`config.mk`:
```
export PLATFORM = sky130hd
export DESIGN_NAME = lcd_bus_reader
export DESIGN_NICKNAME = d
export VERILOG_FILES = /design/src/rtl/lcd_bus_reader.sv
export SDC_FILE = /design/constraint.sdc
export NUM_CORES = 1
export LEC_CHECK = 0
export CAP_MARGIN = 25
export CORE_UTILIZATION = 53
export DETAILED_ROUTE_END_ITERATION = 7
export GPL_TIMING_DRIVEN = 0
export PLACE_DENSITY_LB_ADDON = 0.25
export SYNTH_ARGS = -nofsm -noshare
export SYNTH_HDL_FRONTEND = slang
export SYNTH_SLANG_ARGS = --single-unit
```
`constraint.sdc`:
```
create_clock -name clk -period 2.5 [get_ports clk]
set_clock_uncertainty 0.05 [all_clocks]
set_input_delay 0.5 -clock clk [delete_from_list [all_inputs] [get_ports clk]]
set_output_delay 0.5 -clock clk [all_outputs]
set_load 0.01 [all_outputs]
```
`src/rtl/lcd_bus_reader.sv`:
```
// Read-side engine for an HD44780-style 8-bit LCD bus: arbitrates for the bus, runs
// timed RW=1 cycles (busy-flag/address or DDRAM data), and optionally polls until BF clears.
module lcd_bus_reader #(
    parameter int unsigned T_AS     = 3,
    parameter int unsigned T_EH     = 25,
    parameter int unsigned T_EL     = 25,
    parameter int unsigned POLL_MAX = 1023
) (
    input  logic       clk,
    input  logic       lcd_reset,
    input  logic       req_valid,
    output logic       req_ready,
    input  logic       req_rs,
    input  logic       req_poll,
    output logic       bus_req,
    input  logic       bus_gnt,
    input  logic [7:0] lcd_data_in,
    output logic       lcd_data_oe,
    output logic       lcd_rs,
    output logic       lcd_rw,
    output logic       lcd_e,
    output logic       rsp_valid,
    output logic [7:0] rsp_data,
    output logic       rsp_busy,
    output logic       rsp_timeout
);

    localparam int unsigned T_MAX   = (T_AS > T_EH) ? ((T_AS > T_EL) ? T_AS : T_EL)
                                                    : ((T_EH > T_EL) ? T_EH : T_EL);
    localparam int unsigned TIMER_W = $clog2(T_MAX + 1);
    localparam int unsigned CNT_W   = $clog2(POLL_MAX + 1);

    localparam logic [TIMER_W-1:0] AS_LOAD  = TIMER_W'(T_AS - 1);
    localparam logic [TIMER_W-1:0] EH_LOAD  = TIMER_W'(T_EH - 1);
    localparam logic [TIMER_W-1:0] EL_LOAD  = TIMER_W'(T_EL - 1);
    localparam logic [CNT_W-1:0]   POLL_LIM = CNT_W'(POLL_MAX);

    typedef enum logic [2:0] {IDLE, ARB, SETUP, EHIGH, ELOW, DONE} state_t;

    state_t               state, state_next;
    logic [TIMER_W-1:0]   timer, timer_next;
    logic [CNT_W-1:0]     poll_cnt;
    logic [7:0]           sample_q;
    logic                 rs_q;
    logic                 poll_q;
    logic                 accept;
    logic                 capture;
    logic                 owned_next;
    logic                 again;

    assign req_ready   = (state == IDLE);
    assign accept      = req_valid && req_ready;
    assign capture     = (state == EHIGH) && (timer == '0);
    assign lcd_data_oe = 1'b0;
    // poll_cnt already includes the read that just finished, so POLL_MAX reads is the cap.
    assign again       = poll_q && sample_q[7] && (poll_cnt < POLL_LIM);
    assign owned_next  = (state_next == SETUP) || (state_next == EHIGH) || (state_next == ELOW);

    // NOTE: every variable written here gets a default first, so no path can infer a latch.
    always_comb begin
        state_next = state;
        timer_next = timer;
        case (state)
            IDLE:  if (accept) state_next = ARB;
            ARB:   if (bus_gnt) begin
                       state_next = SETUP;
                       timer_next = AS_LOAD;
                   end
            SETUP: if (timer == '0) begin
                       state_next = EHIGH;
                       timer_next = EH_LOAD;
                   end else begin
                       timer_next = timer - 1'b1;
                   end
            EHIGH: if (timer == '0) begin
                       state_next = ELOW;
                       timer_next = EL_LOAD;
                   end else begin
                       timer_next = timer - 1'b1;
                   end
            ELOW:  if (timer == '0) begin
                       state_next = again ? SETUP : DONE;
                       timer_next = AS_LOAD;
                   end else begin
                       timer_next = timer - 1'b1;
                   end
            DONE:  state_next = IDLE;
            default: state_next = IDLE;
        endcase
    end

    // Pad-facing strobes are registered from the next state so they never glitch.
    // NOTE: sequential state uses non-blocking assignments so every register samples pre-edge values.
    always_ff @(posedge clk) begin
        if (!lcd_reset) begin
            state       <= IDLE;
            timer       <= '0;
            poll_cnt    <= '0;
            sample_q    <= '0;
            rs_q        <= 1'b0;
            poll_q      <= 1'b0;
            bus_req     <= 1'b0;
            lcd_rs      <= 1'b0;
            lcd_rw      <= 1'b0;
            lcd_e       <= 1'b0;
            rsp_valid   <= 1'b0;
            rsp_data    <= '0;
            rsp_busy    <= 1'b0;
            rsp_timeout <= 1'b0;
        end else begin
            state     <= state_next;
            timer     <= timer_next;
            bus_req   <= owned_next || (state_next == ARB);
            lcd_rw    <= owned_next;
            lcd_rs    <= owned_next && rs_q;
            lcd_e     <= (state_next == EHIGH);
            rsp_valid <= (state_next == DONE);

            if (accept) begin
                rs_q     <= req_rs;
                poll_q   <= req_poll && !req_rs;
                poll_cnt <= '0;
            end
            if (capture) begin
                sample_q <= lcd_data_in;
                poll_cnt <= poll_cnt + 1'b1;
            end
            if (state_next == DONE) begin
                rsp_data    <= sample_q;
                rsp_busy    <= !rs_q && sample_q[7];
                rsp_timeout <= poll_q && sample_q[7] && (poll_cnt >= POLL_LIM);
            end
        end
    end

endmodule

```
## Word-level counts from Yosys, hierarchy flattened

Index checks and enable logic that the tools add are counted.

| word-level totals | value |
|---|---|
| register bits after elaboration | 43 |
| input port bits | 14 |
| output and inout port bits | 17 |
| logic and storage cells | 60 |

| operators by class | value |
|---|---|
| add/subtract/negate cells | 2 |
| order comparisons | 2 |
| equality and inequality tests | 10 |
| muxes and demuxes | 13 |
| reduce and logical (&&, ||, !) cells | 19 |

Operators with widths:

| operator | number |
|---|---|
| $mux 10 | 2 |
| $mux 3 | 6 |
| $mux 5 | 3 |
| $pmux 3 s5 | 1 |
| $pmux 5 s3 | 1 |
| $eq 3x2->1 const B | 4 |
| $add 10x1->10 const B | 1 |
| $ge 10x10->1 const B | 1 |
| $lt 10x10->1 const B | 1 |
| $eq 3x3->1 const B | 3 |
| $logic_and 1x1->1 | 8 |
| $eq 3x1->1 const B | 2 |
| $logic_not 5->1 | 1 |
| $sub 5x1->5 const B | 1 |
| $logic_not 3->1 | 1 |
| $logic_or 1x1->1 | 3 |
| $reduce_bool 3->1 | 1 |
| $logic_not 1->1 | 2 |
| $ne 2x2->1 const B | 1 |
| $reduce_and 2->1 | 1 |
| $reduce_bool 2->1 | 1 |
| $reduce_or 2->1 | 1 |

## Depth between registers and ports, before layout

Gate-level depths: netlist of the first run.

| depth | value |
|---|---|
| depth in word-level cells | 9 |
| mapped depth | 8 |
| depth with buffers taken out | 6 |

## Worst setup path after synthesis of the first run

Ideal clock, no wire load.

| timing path | value |
|---|---|
| path kind | flip-flop to flip-flop |
| start point | register timer[0] |
| end point | register bus_req |
| setup time | 0.130 ns |
| arrival | 1.673 ns |
| data required time | 2.320 ns |
| path slack | 0.648 ns |
| cell stages (with the launch flop) | 8 |
| path buffers | 1 |
| cells stage by stage | dfxtp_1 -> inv_1 -> ha_1 -> or4b_1 -> buf_2 -> mux2i_1 -> a211oi_1 -> o22ai_1 |

| between the ends | value |
|---|---|
| word-level cells in the longest chain between the ends | 7 |

Ends and longest elaborated chain:

| item | RTL line | RTL |
|---|---|---|
| start: declaration | 41 | `logic [TIMER_W-1:0] timer, timer_next;` |
| start signal: assignment | 112 | `timer <= timer_next;` |
| $logic_not 5->1 (*) | 69, 75, 81 |  |
| $mux 3 (on tied branches) | 81, 69, 75 |  |
| $pmux 3 s5 (*) | 63 | `case (state)` |
| $eq 3x2->1 | 57 | `assign owned_next = (state_next == SETUP) \|\| (state_next == EHIGH) \|\| (state_next == ELOW);` |
| $logic_or 1x1->1 (2 in a row) | 57 |  |
| $logic_or 1x1->1 (*) | 113 | `bus_req <= owned_next \|\| (state_next == ARB);` |
| end signal: assignment | 113 |  |
| end: declaration | 15 | `output logic bus_req,` |

Every way passes the cells marked *; elsewhere a longest branch is shown, timed or not.
A chain may end at the register's enable or synchronous reset.

## Final worst setup path of the first run

| timing path | value |
|---|---|
| start point | register state[0] |
| end point | output req_ready |

| between the ends | value |
|---|---|
| word-level cells in the longest chain between the ends | 1 |

Ends and longest elaborated chain:

| item | RTL line | RTL |
|---|---|---|
| start: declaration | 40 | `state_t state, state_next;` |
| start signal: assignment | 111 | `state <= state_next;` |
| $logic_not 3->1 | 51 | `assign req_ready = (state == IDLE);` |
| end: declaration | 12 | `output logic req_ready,` |

Every way passes these cells.

==> results of run 1 <==
-- metrics by stage --
stage | utilization | instances
floorplan | - | 234
global route | 0.699 | 316
finish | 0.699 | 316
global placement | 0.669 | 308
CTS | 0.699 | 316
detailed placement | 0.669 | 308
-- where the power goes --
part           switching (W)  leakage [nW]  internal (W)  total (W)
clock network       0.000234        0.0505      0.000251   0.000485
logic               0.000189         0.447      0.000143   0.000332
registers          0.0000217         0.348      0.000716   0.000738
total               0.000444         0.845       0.00111    0.00155
-- cell usage after synthesis, types with 2 or more instances --
master / n
buf_4: 3
ha_1: 3
or2_2: 2
inv_1: 5
mux2i_1: 2
a211oi_1: 4
a311oi_1: 3
or3b_2: 2
nor4_2: 2
a31oi_1: 3
nand2b_1: 3
nand3b_1: 3
o21ai_0: 16
a21oi_1: 37
nor2_1: 9
nor3b_1: 3
buf_2: 3
nor3_1: 2
clkbuf_1: 11
o21a_1: 2
nand2_1: 32
xnor2_1: 4
nand3_1: 12
dfxtp_1: 43
-- layout make-up --
class / instances / area, um^2 / area share
buffer: 17 / 78.8 / 0.0328
clock buffer: 7 / 96.3 / 0.0400
clock inverter: 1 / 7.51 / 0.00312
inverter: 6 / 22.5 / 0.00936
multi-input combinational: 168 / 1000 / 0.417
sequential: 43 / 861 / 0.358
tap: 46 / 57.6 / 0.0239
timing repair buffer: 28 / 280 / 0.116
-- routing by layer --
metal  GRT usage  share of wire  up-vias
met5           0              0        -
met4      0.0901          0.022        0
met3      0.0675          0.058       12
met2       0.410           0.48       57
met1       0.317           0.44      832
li1            -              -      902
-- how the worst max path moves through the flow --
stage / slack, ns / endpoint / depth (start not counted)
detailed placement: -0.00007 / poll_cnt[3] / 6
floorplan: 0.65 / bus_req / 7
finish: 0.11 / req_ready / 3
global placement: -0.02 / poll_cnt[3] / 6
CTS: 0.14 / req_ready / 3
global route: 0.04 / req_ready / 3
-- kinds of logic after synthesis --
family / synth area share
DFF: 0.438
muxes: 0.0102
adders and majority gates: 0.0191
AOI/OAI and AO/OA: 0.228
other: 0.00191
buffers and inverters: 0.0516
xor gates and xnor gates: 0.0178
and+or+nand+nor: 0.233
-- state kept, by name, summed over array words and instances (netlist names) --
register,count
lcd_e,1
rsp_busy,1
lcd_rs,1
timer,5
rsp_valid,1
poll_q,1
rsp_timeout,1
sample_q,8
bus_req,1
rsp_data,8
lcd_rw,1
state,3
rs_q,1
poll_cnt,10
-- worst register-to-register path, stage by stage (launching register included) --
cell	delay, ns
dfxtp_1	0.32
inv_1	0.11
ha_1	0.20
or4b_1	0.42
buf_2	0.22
mux2i_1	0.15
a211oi_1	0.39
o22ai_1	0.14
==> reports/qor.yml, run 1 <==
outcome:
  status: "finished clean"
sta:
  tightest_slew_ns: 0.592
  clock.fmax_mhz: 418
  layout_worst_path_cycle_share: 0.957
  slew_viol_final: 0
  hold_ws_ns: 0.407
  hold_viol: 0
  maxSlewHeadroom: 0.602
  fin_tns_setup_ns: 0
  worst_slack_ns: 0.108
  setup_viol: 0
  rsz0062_at_grt: "false"
  finalCriticalPeriod_ns: 2.39
synth:
  avgSynthCellArea_um2: 8.39
  syn-instance-count: 234
  synth.top_cell.area_share: 0.438
  ys_seq_elements: 43
  synth-edff-count: 0
  synthTopCellsByArea: "dfxtp_1 (44%), a21oi_1 (9.4%), nand2_1 (6.1%)"
  async_flop_share: 0
  ys_types: 49
  ys.flop_type: "dfxtp_1"
  syn_area_um2: 1960
  synth_seq_area_share: 0.438
  syn_nets: 251
  yosys_warnings: 0
  synth_largest_area_cell: "dfxtp_1"
floorplan:
  num_rows: 21
  die-area_um2: 3950
  start_util: 0.571
  die_w_um: 62.9
  die_y_um: 62.9
  core_area_um2: 3440
  io_pins: 31
global_routing:
  grt-ovfl-total: 0
  grt_pass1_wl_um: 7770
  grt_max_degree: 14
  grtUsageTotal: 0.252
  grt_pass1_vias: 1703
  antenna_found_initial: 0
run:
  maxCapViolations: 0
cts:
  cts_buffers: 5
  cts_resized: 0
  cts_tree: "built"
  holdBufCountCts: 0
  h-tree-depth: 2
  numClockSinks: 43
  insertion_delay_ns: 0.30
  clk_pin_slew_ns: 0.08
  root_buffer: "clkbuf_8"
  ctsLongestPathBuffers: 2
  cts_setup_buffers: 0
min_path:
  hp-class: "flip-flop to flip-flop"
  hold_depth: 2
  min_to: "sample_q[2]"
  hold_start: "sample_q[2]"
worst_setup_path:
  slowest_stage: "clkdlybuf4s50_1"
  worstPathArrival_ns: 1.84
  cp_num_buf_inv: 2
  critical_path_class: "flip-flop to primary output"
  timing.rr.start: "timer[0]"
  slowest_delay_ns: 0.61
  crit_chain: "clkbuf_1 > nor3_1 > clkdlybuf4s50_1"
  worstPathMaxFanout: 10
  cp.required_ns: 1.95
  crit_path_end_kind: "primary output"
  startpoint_type: "flip-flop"
  crit_family: "buffers and inverters"
  reg2reg_slack_ns: 0.37
  reg2reg_depth: 7
  crit-reg2reg-capture: "bus_req"
  startpoint: "state[0]"
layout:
  drive_above_1_share: 0.100
  final_common_cell: "dfxtp_1"
  nets: 286
  final_cell_mix: "dfxtp_1 (43), a21oi_1 (37), nand2_1 (32)"
  final_cell_area_um2: 2410
  fill_cells: 285
  area_growth_pct: 22.5
  n_antenna_cell: 0
power_and_ir_drop:
  power-per-cell-area_nw_per_um2: 646
  p_total_w: 0.00155
  p_leak_nw: 0.845
  peakVddDrop_v: 0.000463
placed_design:
  portBuffers: 28
  pre_cts_ws_ns: -0.0000688
  hpwl_um: 3100
  place_area_um2: 2300
  gp_congestion: 0.813
routing:
  drt_wl_total_um: 4500
  drc: 0
  wire_per_inst_um: 14.3
  num_vias: 1803
  first_pass_iters: 5
  ant_nets: 0
  first_iter_violations: 165
  vias_per_cell: 5.71
Power figures use the tool's default switching activity.
==> run 2, diff against run 1 <==
CORE_UTILIZATION = 57   (was 53)
clock period = 3.1 ns   (was 2.5 ns; I/O delays follow)
==> reports/qor.yml, run 2 (same netlist as run 1, synthesis figures left out) <==
outcome:
  status: "finished clean"
sta:
  setup_viol: 0  # unchanged
  clock.fmax_mhz: 402
  maxSlewHeadroom: 0.556  # -0.0460
  worst_slack_ns: 0.609  # +0.501 ns
  tightest_slew_ns: 0.660  # +0.0684 ns
  hold_viol: 0  # unchanged
  finalCriticalPeriod_ns: 2.49
  fin_tns_setup_ns: 0  # unchanged
  layout_worst_path_cycle_share: 0.803
  rsz0062_at_grt: "false"
  slew_viol_final: 0  # unchanged
worst_setup_path:
  critical_path_class: "flip-flop to primary output"
  worstPathArrival_ns: 1.82  # -0.02 ns
  timing.rr.start: "timer[0]"
  reg2reg_depth: 7  # unchanged
  crit_family: "buffers and inverters"
  setup.worst_path.end: "req_ready"
  crit-reg2reg-capture: "lcd_rs"
  slowest_delay_ns: 0.60  # about the same
  startpoint: "state[0]"
  worstPathMaxFanout: 10  # unchanged
  crit_path_end_kind: "primary output"
  cp_num_buf_inv: 2  # unchanged
  reg2reg_slack_ns: 0.98  # +0.61 ns
  path_depth: 3  # unchanged
  cp.required_ns: 2.43  # +0.48 ns
  crit_chain: "clkbuf_1 > nor3_1 > clkdlybuf4s50_1"
  startpoint_type: "flip-flop"
  slowest_stage: "clkdlybuf4s50_1"
floorplan:
  die-area_um2: 3690  # -6.8%
  die_y_um: 60.7  # -3.5%
  die_w_um: 60.7  # -3.5%
  num_rows: 20  # -4.8%
  start_util: 0.623  # +0.0523
  io_pins: 31  # unchanged
  core_area_um2: 3150  # -8.4%
placed_design:
  portBuffers: 28  # unchanged
  place_inst: 306  # -0.65%
  gp_congestion: 0.794  # -2.4%
  pre_cts_ws_ns: 0.446  # +0.446 ns
  hpwl_um: 3170  # +2.3%
layout:
  fin_cells: 313  # -0.95%
  largest-register: "poll_cnt"
  nets: 286  # unchanged
  area_growth_pct: 19.9
  fin_util: 0.747  # +0.0482
  final_cell_mix: "dfxtp_1 (43), a21oi_1 (37), nand2_1 (32)"
  final_common_cell: "dfxtp_1"
  largest_reg_flops: 10  # unchanged
  top_regs: "poll_cnt x10, rsp_data x8, sample_q x8"
  fill_cells: 248  # -13%
  drive_above_1_share: 0.0967  # -0.00335
  n_antenna_cell: 0  # unchanged
cts:
  clk_pin_slew_ns: 0.11  # +0.03 ns
  h-tree-depth: 2  # unchanged
  cts_setup_buffers: 0  # unchanged
  root_buffer: "clkbuf_4"
  ctsLongestPathBuffers: 2  # unchanged
  cts_resized: 0  # unchanged
  insertion_delay_ns: 0.35  # +0.05 ns
  cts_buffers: 5  # unchanged
  numClockSinks: 43  # unchanged
  holdBufCountCts: 0  # unchanged
  cts_tree: "built"
power_and_ir_drop:
  peakVddDrop_v: 0.000290  # -37%
  p_leak_nw: 0.829  # -1.9%
  p_total_w: 0.00114  # -26%
  power-per-cell-area_nw_per_um2: 485  # -25%
routing:
  wire_per_inst_um: 14.5  # +2.1%
  first_pass_iters: 4  # -1
  ant_nets: 0  # unchanged
  vias_per_cell: 5.93  # +3.9%
  num_vias: 1855  # +2.9%
  first_iter_violations: 147  # -11%
  drt_wl_total_um: 4550  # +1.1%
  drc: 0  # unchanged
global_routing:
  grt-ovfl-total: 0  # unchanged
  grt_pass1_vias: 1668  # -2.1%
  grt_max_degree: 13  # -1
  grt_pass1_wl_um: 7450  # -4.1%
  grtUsageTotal: 0.274  # +0.0219
  antenna_found_initial: 0  # unchanged
run:
  maxCapViolations: 0  # unchanged
min_path:
  hp-class: "flip-flop to flip-flop"
run 2: power breakdown:
group	leakage (nW)	switching, W	internal [W]
combinational	0.447	0.000153	0.000115
clock	0.0341	0.000174	0.000105
sequential	0.348	0.0000176	0.000578
total	0.829	0.000345	0.000798
run 2: worst register-to-register path: cells and delay by family (launching register included):
family / cells / cell delay [ns]
mux: 1 / 0.15
compound gates: 1 / 0.40
buf+inv: 2 / 0.33
fa+ha+maj: 1 / 0.20
flops: 1 / 0.33
simple gates: 2 / 0.55
run 2: layout make-up:
cell class	count	area, um^2	share of cell area
buffer	17	78.8	0.0335
clock buffer	6	51.3	0.0218
clock inverter	1	5.00	0.00212
inverter	6	22.5	0.00956
multi-input combinational	168	1000	0.425
sequential	43	861	0.365
tap	44	55.1	0.0234
timing repair buffer	28	280	0.119
run 2: worst min path at each step:
| stage | start | to | slack [ns] | cells past startpoint |
|---|---|---|---|---|
| 6_report | poll_cnt[8] | poll_cnt[8] | 0.41 | 1 |
| 5_1_grt | sample_q[3] | sample_q[3] | 0.43 | 2 |
| 4_1_cts | sample_q[5] | sample_q[5] | 0.41 | 2 |
| 3_5_place_dp | sample_q[5] | sample_q[5] | 0.40 | 2 |
| 3_3_place_gp | poll_cnt[8] | poll_cnt[8] | 0.39 | 1 |
| 2_1_floorplan | poll_cnt[8] | poll_cnt[8] | 0.37 | 1 |
run 2: metal layers:
| metal | routed length, um | track usage |
|---|---|---|
| met4 | 52 | 0.0909 |
| met5 | 0 | 0 |
| met2 | 2200 | 0.438 |
| met1 | 2000 | 0.362 |
| met3 | 302 | 0.0704 |
run 2: through the flow:
stage,hold slack (ns),cell area (um^2)
6_report,0.414,2360
5_1_grt,0.430,2360
4_1_cts,0.414,2360
3_5_place_dp,0.397,2300
3_3_place_gp,0.389,2300
2_1_floorplan,0.367,1960
==> run 3, diff against run 2 <==
CORE_UTILIZATION = 53   (was 57)
clock period = 2.3 ns   (was 3.1 ns; I/O delays follow)
==> reports/qor.yml, run 3 (same netlist as run 1, synthesis figures left out) <==
cts:
  numClockSinks: 43  # unchanged
  h-tree-depth: 2  # unchanged
  cts_buffers: 5  # unchanged
  insertion_delay_ns: 0.30  # -0.05 ns
  root_buffer: "clkbuf_8"
  ctsLongestPathBuffers: 2  # unchanged
  holdBufCountCts: 0  # unchanged
  cts_tree: "built"
  clk_pin_slew_ns: 0.08  # -0.03 ns
layout:
  final_cell_mix: "dfxtp_1 (43), a21oi_1 (37), nand2_1 (32)"
  drive_above_1_share: 0.107  # +0.0104
  fill_cells: 282  # +14%
  nets: 287  # +0.35%
  final_cell_area_um2: 2420  # +2.7%
  largest_reg_flops: 10  # unchanged
  fin_util: 0.703  # -0.0446
  final_common_cell: "dfxtp_1"
  top_regs: "poll_cnt x10, rsp_data x8, sample_q x8"
  largest-register: "poll_cnt"
  n_antenna_cell: 0  # unchanged
  area_growth_pct: 23.1
power_and_ir_drop:
  p_total_w: 0.00170  # +49%
  power-per-cell-area_nw_per_um2: 704  # +45%
  peakVddDrop_v: 0.000506  # +75%
  p_leak_nw: 0.852  # +2.9%
placed_design:
  gp_congestion: 0.813  # +2.4%
  hpwl_um: 3100  # -2.3%
  place_area_um2: 2300  # +0.11%
  portBuffers: 28  # unchanged
  pre_cts_ws_ns: -0.160  # -0.606 ns
worst_setup_path:
  crit_path_end_kind: "primary output"
  worstPathArrival_ns: 1.69  # -0.13 ns
  worstPathMaxFanout: 10  # unchanged
  critical_path_class: "flip-flop to primary output"
  cp.required_ns: 1.79  # -0.64 ns
  startpoint_type: "flip-flop"
floorplan:
  io_pins: 31  # unchanged
  die_w_um: 62.9  # +3.6%
  die-area_um2: 3950  # +7.3%
  start_util: 0.571  # -0.0523
  die_y_um: 62.9  # +3.6%
  core_area_um2: 3440  # +9.2%
  num_rows: 21  # +5.0%
sta:
  maxSlewHeadroom: 0.609  # +0.0533
  fin_tns_setup_ns: 0  # unchanged
  clock.fmax_mhz: 454
  hold_viol: 0  # unchanged
  setup_viol: 0  # unchanged
  finalCriticalPeriod_ns: 2.20
  tightest_slew_ns: 0.586  # -0.0740 ns
  worst_slack_ns: 0.0955  # -0.514 ns
  layout_worst_path_cycle_share: 0.958
  slew_viol_final: 0  # unchanged
routing:
  num_vias: 1799  # -3.0%
  drt_wl_total_um: 4540  # -0.37%
  ant_nets: 0  # unchanged
  wire_per_inst_um: 14.3  # -1.6%
  first_pass_iters: 4  # unchanged
  drc: 0  # unchanged
  first_iter_violations: 146  # -0.68%
  vias_per_cell: 5.68  # -4.2%
global_routing:
  grt_pass1_vias: 1715  # +2.8%
  antenna_found_initial: 0  # unchanged
  grtUsageTotal: 0.252  # -0.0219
  grt-ovfl-total: 0  # unchanged
  grt_pass1_wl_um: 7770  # +4.3%
  grt_max_degree: 14  # +1
min_path:
  hp-class: "flip-flop to flip-flop"
outcome:
  status: "finished clean"
run:
  maxCapViolations: 0  # unchanged
run 3: cell count changes in the layout (fill, tap and decap cells not counted):
cell	delta
a21boi_1	+1
buf_4	+1
a21boi_0	-1
nor3_2	+1
clkbuf_8	+6
nor3_1	-1
clkbuf_4	-5
clkinvlp_4	+1
clkinv_2	-1
run 3: path summary, 6_finish.rpt:
check,start,endpoint,slack [ns],cells past startpoint
max reg2reg,timer[0],bus_req,0.17,7
min,sample_q[2],sample_q[2],0.41,2
min reg2reg,sample_q[2],sample_q[2],0.41,2
max,state[1],req_ready,0.1,3
run 3: through the flow:
step | hold slack, ns | std cells
final | 0.408 | 317
after CTS | 0.408 | 316
after floorplan | 0.367 | 234
after global routing | 0.428 | 317
after global placement | 0.384 | 308
after detailed placement | 0.394 | 308
run 3: cell type report:
class / instances / area [um^2] / share of cell area
Buffer: 17 / 78.8 / 0.0326
Sequential cell: 43 / 861 / 0.356
Timing Repair Buffer: 29 / 288 / 0.119
Tap cell: 46 / 57.6 / 0.0238
Clock inverter: 1 / 7.51 / 0.00310
Inverter: 6 / 22.5 / 0.00931
Clock buffer: 7 / 96.3 / 0.0398
Multi-Input combinational cell: 168 / 1010 / 0.416
run 3: worst max-delay path: stages, from the launching register on:
cell and delay, ns:
dfxtp_1 0.32, clkbuf_1 0.21, nor3_2 0.29, clkdlybuf4s50_1 0.58
run 3: layer usage:
metal	global-route usage	vias up	wire length [um]
met1	0.312	836	2020
met5	0	-	0
met4	0.0843	0	79
met3	0.0712	9	258
li1	-	903	-
met2	0.415	51	2180
run 3: where the power goes:
part           switching, W  internal [W]  leakage, nW
Clock              0.000258      0.000273       0.0505
Sequential        0.0000239      0.000779        0.348
Combinational      0.000208      0.000161        0.454
run 3: repair_timing:
| action | CTS | global route |
|---|---|---|
| hold endpoints to repair | 0 | 0 |
| pin swaps | 0 | 1 |
| buffers inserted | 0 | 1 |
| gates resized for setup | 1 | 1 |
| endpoints found under the setup margin | 1 | 4 |
